$ cat src/rtl/motion_switch_debouncer_if.sv
// Switch-conditioning bundle: raw motion switches in, debounced levels and
// per-channel change strobes out.
interface motion_switch_debouncer_if;
  logic       raw_left_fwd;
  logic       raw_left_rev;
  logic       raw_right_fwd;
  logic       raw_right_rev;
  logic       left_fwd;
  logic       left_rev;
  logic       right_fwd;
  logic       right_rev;
  logic [3:0] changed;

  // master drives the raw switches; slave is the debouncer
  modport master (
    output raw_left_fwd, raw_left_rev, raw_right_fwd, raw_right_rev,
    input  left_fwd, left_rev, right_fwd, right_rev, changed
  );
  modport slave (
    input  raw_left_fwd, raw_left_rev, raw_right_fwd, raw_right_rev,
    output left_fwd, left_rev, right_fwd, right_rev, changed
  );
endinterface

$ cat src/rtl/motion_switch_debouncer.sv
// Four-channel motion switch debouncer: 2-FF synchroniser plus counter
// qualification per channel, registered levels and one-cycle change strobes.

module msd_channel #(
  parameter int         CNT_W  = 26,
  parameter logic [25:0] DB_CNT = 26'd4
) (
  input  logic clk,
  input  logic reset,
  input  logic i_raw,
  output logic o_level,
  output logic o_changed
);
  typedef enum logic {ST_STABLE, ST_COUNTING} state_t;

  localparam logic [CNT_W-1:0] LAST = CNT_W'(DB_CNT - 26'd1);

  state_t           r_state;
  logic             r_sync1;
  logic             r_sync2;
  logic [CNT_W-1:0] r_cnt;
  logic             r_level;
  logic             r_changed;

  always_ff @(posedge clk or negedge reset) begin
    if (!reset) begin
      r_sync1   <= 1'b0;
      r_sync2   <= 1'b0;
      r_state   <= ST_STABLE;
      r_cnt     <= '0;
      r_level   <= 1'b0;
      r_changed <= 1'b0;
    end else begin
      r_sync1   <= i_raw;
      r_sync2   <= r_sync1;
      r_changed <= 1'b0;
      case (r_state)
        ST_STABLE: begin
          r_cnt <= '0;
          if (r_sync2 != r_level) begin
            // a single-sample qualification window accepts the new level at once
            if (LAST == '0) begin
              r_level   <= r_sync2;
              r_changed <= 1'b1;
            end else begin
              r_state <= ST_COUNTING;
              r_cnt   <= CNT_W'(1);
            end
          end
        end
        ST_COUNTING: begin
          if (r_sync2 == r_level) begin
            r_state <= ST_STABLE;
            r_cnt   <= '0;
          end else if (r_cnt >= LAST) begin
            r_level   <= r_sync2;
            r_changed <= 1'b1;
            r_state   <= ST_STABLE;
            r_cnt     <= '0;
          end else begin
            r_cnt <= r_cnt + CNT_W'(1);
          end
        end
        default: begin
          r_state <= ST_STABLE;
          r_cnt   <= '0;
        end
      endcase
    end
  end

  assign o_level   = r_level;
  assign o_changed = r_changed;
endmodule

module motion_switch_debouncer #(
  parameter bit          simulate   = 1'b0,
  parameter logic [25:0] DB_CNT_HW  = 26'd499_999,
  parameter logic [25:0] DB_CNT_SIM = 26'd4
) (
  input  logic                      clk,
  input  logic                      reset,
  motion_switch_debouncer_if.slave  sw
);
  localparam int          NUM_LANES = 4;
  localparam logic [25:0] DB_CNT    = simulate ? DB_CNT_SIM : DB_CNT_HW;

  // lane order matches the changed bit order: [3]=left_fwd ... [0]=right_rev
  logic [NUM_LANES-1:0] w_raw;
  logic [NUM_LANES-1:0] w_level;
  logic [NUM_LANES-1:0] w_changed;

  assign w_raw = {sw.raw_left_fwd, sw.raw_left_rev, sw.raw_right_fwd, sw.raw_right_rev};

  genvar g;
  generate
    for (g = 0; g < NUM_LANES; g++) begin : g_lane
      msd_channel #(
        .CNT_W  (26),
        .DB_CNT (DB_CNT)
      ) u_ch (
        .clk       (clk),
        .reset     (reset),
        .i_raw     (w_raw[g]),
        .o_level   (w_level[g]),
        .o_changed (w_changed[g])
      );
    end
  endgenerate

  assign sw.left_fwd  = w_level[3];
  assign sw.left_rev  = w_level[2];
  assign sw.right_fwd = w_level[1];
  assign sw.right_rev = w_level[0];
  assign sw.changed   = w_changed;
endmodule
$ cat src/flat_wrapper.sv
// flat-port wrapper written by rule: the top's interface ports become plain ports
module motion_switch_debouncer_flat 
#(
  parameter bit          simulate   = 1'b0,
  parameter logic [25:0] DB_CNT_HW  = 26'd499_999,
  parameter logic [25:0] DB_CNT_SIM = 26'd4
)
  (clk, reset, sw_raw_left_fwd, sw_raw_left_rev, sw_raw_right_fwd, sw_raw_right_rev, sw_left_fwd, sw_left_rev, sw_right_fwd, sw_right_rev, sw_changed);
  motion_switch_debouncer_if sw_i ();
  input  logic clk;
  input  logic reset;
  input wire logic [$bits(sw_i.raw_left_fwd)-1:0] sw_raw_left_fwd;
  input wire logic [$bits(sw_i.raw_left_rev)-1:0] sw_raw_left_rev;
  input wire logic [$bits(sw_i.raw_right_fwd)-1:0] sw_raw_right_fwd;
  input wire logic [$bits(sw_i.raw_right_rev)-1:0] sw_raw_right_rev;
  output wire logic [$bits(sw_i.left_fwd)-1:0] sw_left_fwd;
  output wire logic [$bits(sw_i.left_rev)-1:0] sw_left_rev;
  output wire logic [$bits(sw_i.right_fwd)-1:0] sw_right_fwd;
  output wire logic [$bits(sw_i.right_rev)-1:0] sw_right_rev;
  output wire logic [$bits(sw_i.changed)-1:0] sw_changed;
  assign sw_i.raw_left_fwd = sw_raw_left_fwd;
  assign sw_i.raw_left_rev = sw_raw_left_rev;
  assign sw_i.raw_right_fwd = sw_raw_right_fwd;
  assign sw_i.raw_right_rev = sw_raw_right_rev;
  assign sw_left_fwd = sw_i.left_fwd;
  assign sw_left_rev = sw_i.left_rev;
  assign sw_right_fwd = sw_i.right_fwd;
  assign sw_right_rev = sw_i.right_rev;
  assign sw_changed = sw_i.changed;
  motion_switch_debouncer #(.simulate(simulate), .DB_CNT_HW(DB_CNT_HW), .DB_CNT_SIM(DB_CNT_SIM)) u_core (.clk(clk), .reset(reset), .sw(sw_i));
endmodule
$ cat config.mk
export PLATFORM = sky130hd
export DESIGN_NAME = motion_switch_debouncer_flat
export DESIGN_NICKNAME = d
export VERILOG_FILES = /design/src/rtl/motion_switch_debouncer_if.sv /design/src/rtl/motion_switch_debouncer.sv /design/src/flat_wrapper.sv
export SDC_FILE = /design/constraint.sdc
export NUM_CORES = 1
export LEC_CHECK = 0
export ABC_CLOCK_PERIOD_IN_PS = 2300
export BUFFER_PORTS_ARGS = -buffer_cell sky130_fd_sc_hd__buf_2
export CAP_MARGIN = 25
export CORE_ASPECT_RATIO = 0.9
export CORE_MARGIN = 2
export CORE_UTILIZATION = 55
export DETAILED_ROUTE_END_ITERATION = 12
export PLACE_DENSITY = 0.84
export SLEW_MARGIN = 20
export SYNTH_ARGS = -nofsm -noshare
export SYNTH_HDL_FRONTEND = slang
export SYNTH_SLANG_ARGS = --single-unit
$ cat constraint.sdc
create_clock -name clk -period 2.3 [get_ports clk]
set_input_delay 0.23 -clock clk [delete_from_list [all_inputs] [get_ports clk]]
set_output_delay 0.23 -clock clk [all_outputs]
set_load 0.02 [all_outputs]
After elaboration in Yosys (flattened, before gate mapping)

Cells that the tools add are included.

Flip-flop bits (word level): 124
Bits of input ports: 6
Output and inout port bits: 8
Word-level logic and storage cells: 96

Add/sub/neg operators: 4
Order comparisons: 4
Equal/unequal tests: 8
Mux-type cells: 44
Bitwise gates (word level): 8
Reduce and logical (&&, ||, !) cells: 4

Operators by type and width:

| kind                  | number |
|---|---|
| $mux 26               | 8 |
| $pmux 26 s2           | 4 |
| $add 26x1->26 const B | 4 |
| $ge 26x19->1 const B  | 4 |
| $mux 1                | 28 |
| $reduce_and 3->1      | 4 |
| $not 1->1             | 8 |
| $pmux 1 s2            | 4 |
| $eq 1x1->1            | 4 |
| $ne 1x1->1            | 4 |

Longest topological paths before layout

Gate-level depths: netlist (run 1).

Word-level depth: 4
Depth in mapped cells: 9
Depth with buffers taken out: 7

Cells and area by module

A second synthesis (run 1) with hierarchy kept.

Cell total of the unflattened synthesis: 512
Area, all modules: 5700.5 um^2

By module, submodules not included:

| module      | times used | cells each | area each (um^2) | seq. area each (um^2) |
|---|---|---|---|---|
| msd_channel | 4          | 128        | 1425.1           | 775.7 |

Worst setup path before layout (run 1)

Ideal clock, no wire load.

Path kind: register to register
From: register u_core.g_lane[3].u_ch.r_cnt[14]
To: register u_core.g_lane[3].u_ch.r_cnt[16]
Setup time: 119 ps
Data arrival time: 1810 ps
Required time: 2181 ps
Slack: 372 ps
Stages on the path, launching flop included: 8
Path buffers: 2
Period minus slack after synthesis: 1928 ps
Cell sequence: dfrtp_1 > or4_1 > a2111o_1 > o211ai_2 > or2_1 > buf_6 > buf_12 > nor2_1

Word-level cells in the longest chain between the ends: 4
Elaborated cells on any way between the ends: 5
Those cells by class: add/sub (1); order compare (1); mux (3)

RTL lines:

| element                                              | line                                                         | source |
|---|---|---|
| start, declared                                      | motion_switch_debouncer.sv:21                                | `logic [CNT_W-1:0] r_cnt;` |
| start signal, assigned                               | motion_switch_debouncer.sv:61                                | `r_cnt <= r_cnt + CNT_W'(1);` |
| $add 26x1->26 / $ge 26x19->1 (equally long branches) | motion_switch_debouncer.sv:61, motion_switch_debouncer.sv:55 |  |
| $mux 26 (*)                                          | motion_switch_debouncer.sv:55                                | `end else if (r_cnt >= LAST) begin` |
| $mux 26 (*)                                          | motion_switch_debouncer.sv:52                                | `if (r_sync2 == r_level) begin` |
| $pmux 26 s2 (*)                                      | motion_switch_debouncer.sv:37                                | `case (r_state)` |

Mark *: on every way between the ends. The rest lies on a longest branch, timed or not.
A chain may end at the register's enable or synchronous reset.

Final worst setup path (run 1)

From: register u_core.g_lane[1].u_ch.r_cnt[12]
To: register u_core.g_lane[1].u_ch.r_level

Word-level cells in the longest chain between the ends: 2

RTL lines:

| element                           | line                          | source |
|---|---|---|
| start, declared                   | motion_switch_debouncer.sv:21 |  |
| start signal, assigned            | motion_switch_debouncer.sv:61 |  |
| $ge 26x19->1                      | motion_switch_debouncer.sv:55 |  |
| $reduce_and 3->1 (no source line) | -                             |  |
| end signal, assigned              | motion_switch_debouncer.sv:43 | `r_level <= r_sync2;` |
| end signal, assigned              | motion_switch_debouncer.sv:56 | `r_level <= r_sync2;` |
| end, declared                     | motion_switch_debouncer.sv:22 | `logic r_level;` |

No other way between the ends.

==> results.sh, run 1 <==
export IMPL_status="complete, no violations"
export IMPL_synth_area_mm2=0.005315
export IMPL_die_h_um=97.26
export IMPL_holdCritPathClass="primary input to async pin"
export IMPL_drt_pass1_iterations=4
export IMPL_max_cap_violations=0
export IMPL_wirelength_um=9654
export IMPL_final_nets=567
export IMPL_io_buffers=13
export IMPL_io_pins=14
export IMPL_required_ns=2.71
export IMPL_net_switching_power_mw=1.377
export IMPL_grt_pass1_vias=3701
export IMPL_clock_path_buffers=2
export IMPL_critical_path_top_delay_family="simple AND/OR/NAND/NOR gates"
export IMPL_dpl_hpwl_um=6112
export IMPL_post_drt_wl_per_cell_um=13.95
export IMPL_maxSlewViolCount=0
export IMPL_yosysSeqAreaShare=0.5838
export IMPL_start_util=0.5578
export IMPL_p_int_mw=4.499
export IMPL_clkTransAtPathRegs_ns=0.06
export IMPL_grt_pass1_wl_um=16660
export IMPL_min_period_ns=2.070
export IMPL_p_clk_frac=0.491
export IMPL_relSlewSlack=0.4842
export IMPL_endpoint_kind="flip-flop"
export IMPL_syn_inst=493
export IMPL_syn_area_per_cell_um2=10.78
export IMPL_ff_latch_area_mm2=0.003103
export IMPL_finalCritPeriodShare=0.8998
export IMPL_leakage_nw=2.648
export IMPL_whs_ns=0.3269
export IMPL_timing_rr_start="u_core.g_lane[1].u_ch.r_cnt[12]$_DFF_PN0_"
export IMPL_hold_viol=0
export IMPL_grt_max_degree=65
export IMPL_sequentialPowerShare=0.424
export IMPL_reg2reg_depth=5
export IMPL_critPathMaxStageDelay_ns=0.41
export IMPL_finalClockSkew_ns=0.005690
export IMPL_vias=3641
export IMPL_cp_num_buf_inv=0
export IMPL_cts_setup_buffers=0
export IMPL_holdBufCountCts=5
export IMPL_finalSetupTns_ns=0
export IMPL_antenna_left=0
export IMPL_h_tree_depth=4
export IMPL_path_max_fanout=5
export IMPL_fmax_ghz=0.4832
export IMPL_arrival_ns=2.48
export IMPL_yosysWarnings=0
export IMPL_ys_types=37
export IMPL_worst_pin_slew_ns=0.7737
export IMPL_layout_drive_gt1_share=0.1025
export IMPL_swShare=0.2344
export IMPL_worstReg2RegEnd="u_core.g_lane[1].u_ch.o_level$_DFFE_PN0P_"
export IMPL_coreArea_mm2=0.009529
export IMPL_reg2reg_slack_ns=0.23
export IMPL_setup_violations=0
export IMPL_antenna_found_initial=0
export IMPL_fillers=711
export IMPL_cts_tree="yes"
export IMPL_insertedDiodeCount=0
export IMPL_synthToLayoutAreaGrowth_pct=19.02
export IMPL_ir_drop_mv=0.8360
export IMPL_cts_root_buf="clkbuf_8"
export IMPL_rows=34
export IMPL_cts_resized=0
export IMPL_clk_latency_ns=0.52
export IMPL_cp_start_kind="flip-flop"
export IMPL_power_density_mw_per_mm2=929.0
export IMPL_grt_usage=0.2047
export IMPL_die_x_um=107.6
export IMPL_ys_seq_elements=124
export IMPL_cts_made_buffers=17
export IMPL_multi_input_area_mm2=0.002186
export IMPL_cts_sinks=124
export IMPL_cpMaxStageDelayCell="dfrtp_1"
export IMPL_vias_per_cell=5.262
export IMPL_comb_power_share=0.085
export IMPL_critPathKind="flip-flop to flip-flop"
export IMPL_die_area_mm2=0.01047
export IMPL_drcViolationCount=0
export IMPL_grt_ovfl_total=0
export IMPL_rsz0062_at_grt="false"
export IMPL_cp_cell_sequence="or3_1 > nor4_1 > nand2_1 > a21boi_0 > mux2_2"
export IMPL_drtIter0Drc=181
export IMPL_gp_congestion=0.8505
placed cells by master (no fill, tap or decap), types with 2 or more instances in the layout:
master         instances
nand3_1               41
inv_1                 11
buf_2                 12
nor2_1                90
or3_1                  2
or4_1                  3
conb_1                28
o31ai_1                2
xnor2_1               34
a21boi_0               2
nor3_1                10
dlygate4sd3_1          5
a21oi_1                5
nand4_1               15
clkinvlp_4             2
nor3b_1                2
mux2_2                 4
buf_4                  8
bufinv_16              5
xor2_1                40
o21ai_0                9
clkbuf_8               4
and4_1                 3
nand2b_1               4
and3_1                11
o21a_1                 2
clkinv_2               3
dfrtp_1              124
nor4_1                15
nor2b_1                4
nand2_1               29
o211ai_1               4
ha_1                   8
clkbuf_16             16
cell families (layout without fill, tap and decap cells):
kind of cell | after synthesis | in the layout | synth area share
and+or+nand+nor | 232 | 232 | 0.2088
DFF | 124 | 124 | 0.5838
xor gates and xnor gates | 74 | 74 | 0.1219
AOI/OAI and AO/OA | 27 | 27 | 0.03342
buffers and inverters | 23 | 69 | 0.02401
adders and majority gates | 8 | 8 | 0.01883
muxes | 4 | 4 | 0.008474
other | 1 | 28 | 0.0007055
routing by layer:
metal	GRT usage	wire length [µm]
met5	0	0
met4	0.08383	167
met3	0.06439	345
met2	0.3367	4928
met1	0.2500	4212
layout make-up:
type	instances	area share
repair buffers	26	0.03006
inverters	11	0.006527
clock inverters	11	0.02987
multi-input cells	373	0.3455
clock buffers	21	0.07259
flip-flops and latches	124	0.4905
well taps	126	0.02492
synthesized netlist by cell type (all sizes together):
library cell / instances / area [µm²]
a21boi: 2 / 15.01
and2: 1 / 6.260
o21a: 2 / 15.01
nor4: 16 / 106.4
conb: 1 / 3.750
nand2: 29 / 108.9
nor2b: 4 / 25.02
buf: 8 / 71.32
nand4: 15 / 93.84
nor2: 90 / 337.8
or4: 3 / 22.52
xnor2: 34 / 297.8
xor2: 40 / 350.3
o21ai: 9 / 45.04
ha: 8 / 100.1
a21oi: 5 / 25.02
nor3b: 2 / 15.01
nor3: 10 / 50.05
o2111ai: 1 / 8.760
or2: 1 / 6.260
or3: 2 / 12.51
mux2: 4 / 45.04
and4: 3 / 26.28
nand3: 41 / 205.2
clkbuf: 4 / 15.01
nand2b: 4 / 25.02
dfrtp: 124 / 3103
o211ai: 5 / 42.54
and3: 11 / 68.82
o31ai: 2 / 15.01
inv: 11 / 41.29
a2111o: 1 / 11.26
sequential cells by signal, indices dropped and copies added (netlist names):
register                      count
u_core.g_lane.u_ch.o_changed      4
u_core.g_lane.u_ch.o_level        4
u_core.g_lane.u_ch.r_cnt        104
u_core.g_lane.u_ch.r_state        4
u_core.g_lane.u_ch.r_sync1        4
u_core.g_lane.u_ch.r_sync2        4
per-stage QoR:
stage	area [µm²]	instances	power [mW]	worst slack (ns)	utilization
floorplan	5416	520	2.858	0.3715	-
global placement	5628	655	2.981	0.3581	0.5906
detailed placement	5628	655	3.017	0.2940	0.5906
CTS	6326	692	5.921	0.2400	0.6639
global route	6326	692	6.121	0.05927	0.6639
finish	6326	692	5.877	0.2305	0.6639
power groups by stage:
stage | Clock (mW) | Sequential, mW | Combinational, mW
3_3_place_gp | 0 | 2.51 | 0.474
5_1_grt | 3.05 | 2.51 | 0.560
4_1_cts | 2.92 | 2.49 | 0.509
2_1_floorplan | 0 | 2.53 | 0.324
6_report | 2.89 | 2.49 | 0.501
3_5_place_dp | 0 | 2.52 | 0.496
how the worst max path moves through the flow:
| stage | to | from | cells after the start |
|---|---|---|---|
| floorplan | u_core.g_lane[3].u_ch.r_cnt[16]$_DFF_PN0_ | u_core.g_lane[3].u_ch.r_cnt[14]$_DFF_PN0_ | 7 |
| global placement | u_core.g_lane[1].u_ch.o_level$_DFFE_PN0P_ | u_core.g_lane[1].u_ch.r_cnt[10]$_DFF_PN0_ | 5 |
| detailed placement | u_core.g_lane[1].u_ch.r_cnt[13]$_DFF_PN0_ | u_core.g_lane[1].u_ch.r_cnt[19]$_DFF_PN0_ | 5 |
| CTS | u_core.g_lane[1].u_ch.r_cnt[13]$_DFF_PN0_ | u_core.g_lane[1].u_ch.r_cnt[19]$_DFF_PN0_ | 5 |
| global route | u_core.g_lane[1].u_ch.r_cnt[14]$_DFF_PN0_ | u_core.g_lane[1].u_ch.r_cnt[19]$_DFF_PN0_ | 5 |
| finish | u_core.g_lane[1].u_ch.o_level$_DFFE_PN0P_ | u_core.g_lane[1].u_ch.r_cnt[12]$_DFF_PN0_ | 5 |
worst register-to-register path: stages, from the launching register on:
cell	delay, ns
dfrtp_1	0.41
or3_1	0.41
nor4_1	0.28
nand2_1	0.17
a21boi_0	0.32
mux2_2	0.38
(Power assumes the default switching activity.)
==> inputs of run 2 (changes only) <==
Settings changed: REMOVE_ABC_BUFFERS set to 1.
==> run 2 against run 1 <==
  * Sequential share of layout area up 0.058 points
  * Global-route usage up 0.34 points
  * Count of clock-buffer cells in the layout down 2
  * Clock skew up 0.0040 ns
  * Critical path depth unchanged
  * Sequential cell count unchanged
==> results.sh, run 2 (synthesis results as in run 1) <==
export IMPL_status="complete, no violations"
export IMPL_holdCritPathClass="primary input to async pin"
export IMPL_drtIter0Drc=226
export IMPL_arrival_ns=2.43
export IMPL_ir_drop_mv=0.7088
export IMPL_io_pins=14
export IMPL_grt_usage=0.2081
export IMPL_die_h_um=97.26
export IMPL_finalClockSkew_ns=0.009667
export IMPL_vias_per_cell=5.319
export IMPL_timing_rr_start="u_core.g_lane[1].u_ch.r_cnt[10]$_DFF_PN0_"
export IMPL_vias=3686
export IMPL_rows=34
export IMPL_largest_reg_flops=104
export IMPL_clk_latency_ns=0.53
export IMPL_fmax_ghz=0.4963
export IMPL_grt_pass1_wl_um=16920
export IMPL_worst_pin_slew_ns=0.6433
export IMPL_setup_violations=0
export IMPL_dpl_hpwl_um=6088
export IMPL_design_area_mm2=0.006319
export IMPL_regMostFlops="u_core.g_lane.u_ch.r_cnt"
export IMPL_antenna_found_initial=0
export IMPL_power_density_mw_per_mm2=914.6
export IMPL_endpoint_kind="flip-flop"
export IMPL_postPlaceCellArea_mm2=0.005648
export IMPL_drcViolationCount=0
export IMPL_io_buffers=13
export IMPL_finalCritPeriodShare=0.8760
export IMPL_pre_cts_ws_ns=0.3248
export IMPL_grt_max_degree=56
export IMPL_gp_congestion=0.8082
export IMPL_min_period_ns=2.015
export IMPL_critPathKind="flip-flop to flip-flop"
export IMPL_clock_path_buffers=2
export IMPL_post_drt_wl_per_cell_um=14.25
export IMPL_required_ns=2.71
export IMPL_finalSetupTns_ns=0
export IMPL_worst_slack_ns=0.2853
export IMPL_worstReg2RegEnd="u_core.g_lane[1].u_ch.o_level$_DFFE_PN0P_"
export IMPL_drt_pass1_iterations=4
export IMPL_h_tree_depth=4
export IMPL_reg2reg_depth=5
export IMPL_cts_made_buffers=17
export IMPL_relSlewSlack=0.5672
export IMPL_antenna_left=0
export IMPL_power_mw=5.779
export IMPL_insertedDiodeCount=0
export IMPL_die_x_um=107.6
export IMPL_layout_commonest_cell="dfrtp_1"
export IMPL_grt_ovfl_total=0
export IMPL_hold_viol=0
export IMPL_final_cell_mix="dfrtp_1 (124), nor2_1 (90), nand3_1 (41)"
export IMPL_whs_ns=0.2231
export IMPL_synthToLayoutAreaGrowth_pct=18.88
export IMPL_coreArea_mm2=0.009529
export IMPL_wirelength_um=9874
export IMPL_max_cap_violations=0
export IMPL_leakage_nw=2.642
export IMPL_clkTransAtPathRegs_ns=0.06
export IMPL_reg2reg_slack_ns=0.29
export IMPL_path_max_fanout=5
export IMPL_grt_pass1_vias=3646
export IMPL_cts_sinks=124
export IMPL_cts_tree="yes"
export IMPL_final_nets=568
export IMPL_layout_drive_gt1_share=0.1041
export IMPL_start_util=0.5578
export IMPL_die_area_mm2=0.01047
export IMPL_maxSlewViolCount=0
export IMPL_cp_start_kind="flip-flop"
export IMPL_cts_root_buf="clkbuf_8"
export IMPL_rsz0062_at_grt="false"
run 2: cell count changes in the layout (fill, tap and decap cells not counted), sizes merged:
cell and delta:
inv +2, clkinv +1, buf +1, clkbuf -2, bufinv -1
run 2: worst max path at each step:
| stage | startpoint | to | slack (ns) | cells past startpoint |
|---|---|---|---|---|
| 6_report | u_core.g_lane[1].u_ch.r_cnt[10]$_DFF_PN0_ | u_core.g_lane[1].u_ch.o_level$_DFFE_PN0P_ | 0.29 | 5 |
| 3_5_place_dp | u_core.g_lane[1].u_ch.r_cnt[10]$_DFF_PN0_ | u_core.g_lane[1].u_ch.o_level$_DFFE_PN0P_ | 0.32 | 5 |
| 3_3_place_gp | u_core.g_lane[1].u_ch.r_cnt[10]$_DFF_PN0_ | u_core.g_lane[1].u_ch.o_level$_DFFE_PN0P_ | 0.33 | 5 |
| 2_1_floorplan | u_core.g_lane[3].u_ch.r_cnt[14]$_DFF_PN0_ | u_core.g_lane[3].u_ch.r_cnt[10]$_DFF_PN0_ | 0.30 | 5 |
| 5_1_grt | u_core.g_lane[1].u_ch.r_cnt[10]$_DFF_PN0_ | u_core.g_lane[1].u_ch.o_level$_DFFE_PN0P_ | 0.16 | 5 |
| 4_1_cts | u_core.g_lane[0].u_ch.r_cnt[0]$_DFF_PN0_ | u_core.g_lane[0].u_ch.r_cnt[15]$_DFF_PN0_ | 0.19 | 8 |
run 2: timing repair:
item                                    in CTS  in global routing
resized for setup                            0                  1
hold endpoints to repair                    39                  0
setup buffers                                0                  0
endpoints found under the setup margin       0                  1
hold buffers                                 5                  0
run 2: worst max-delay path: stages (launching register included):
cell	delay, ns
dfrtp_1	0.43
or3_1	0.39
nor4_1	0.28
nand2_1	0.15
a21boi_0	0.29
mux2_2	0.37
run 2: routing by layer:
metal	part of all wire	GRT usage	vias to the layer above
met5	0	0	-
met4	0.012	0.08777	0
met3	0.029	0.05097	13
met2	0.52	0.3358	60
met1	0.44	0.2687	1852
li1	-	-	1761
run 2: report_power, final:
group          switching, mW  total (mW)  internal (mW)
combinational          0.305       0.510          0.205
clock                  0.984        2.78           1.80
sequential             0.143        2.49           2.35
total                   1.43        5.78           4.35
run 2: area by class of cell:
| class | count | area, µm² |
|---|---|---|
| Fill cell | 703 | 3211 |
| Sequential cell | 124 | 3103 |
| Multi-Input combinational cell | 373 | 2186 |
| Clock buffer | 19 | 431.7 |
| Timing Repair Buffer | 27 | 210.2 |
| Clock inverter | 13 | 188.9 |
| Tap cell | 126 | 157.7 |
| Inverter | 11 | 41.29 |
run 2: stage by stage:
step,utilization,std cells
global placement,0.5927,656
detailed placement,0.5927,656
floorplan,-,508
CTS,0.6631,693
finish,0.6631,693
global route,0.6631,693
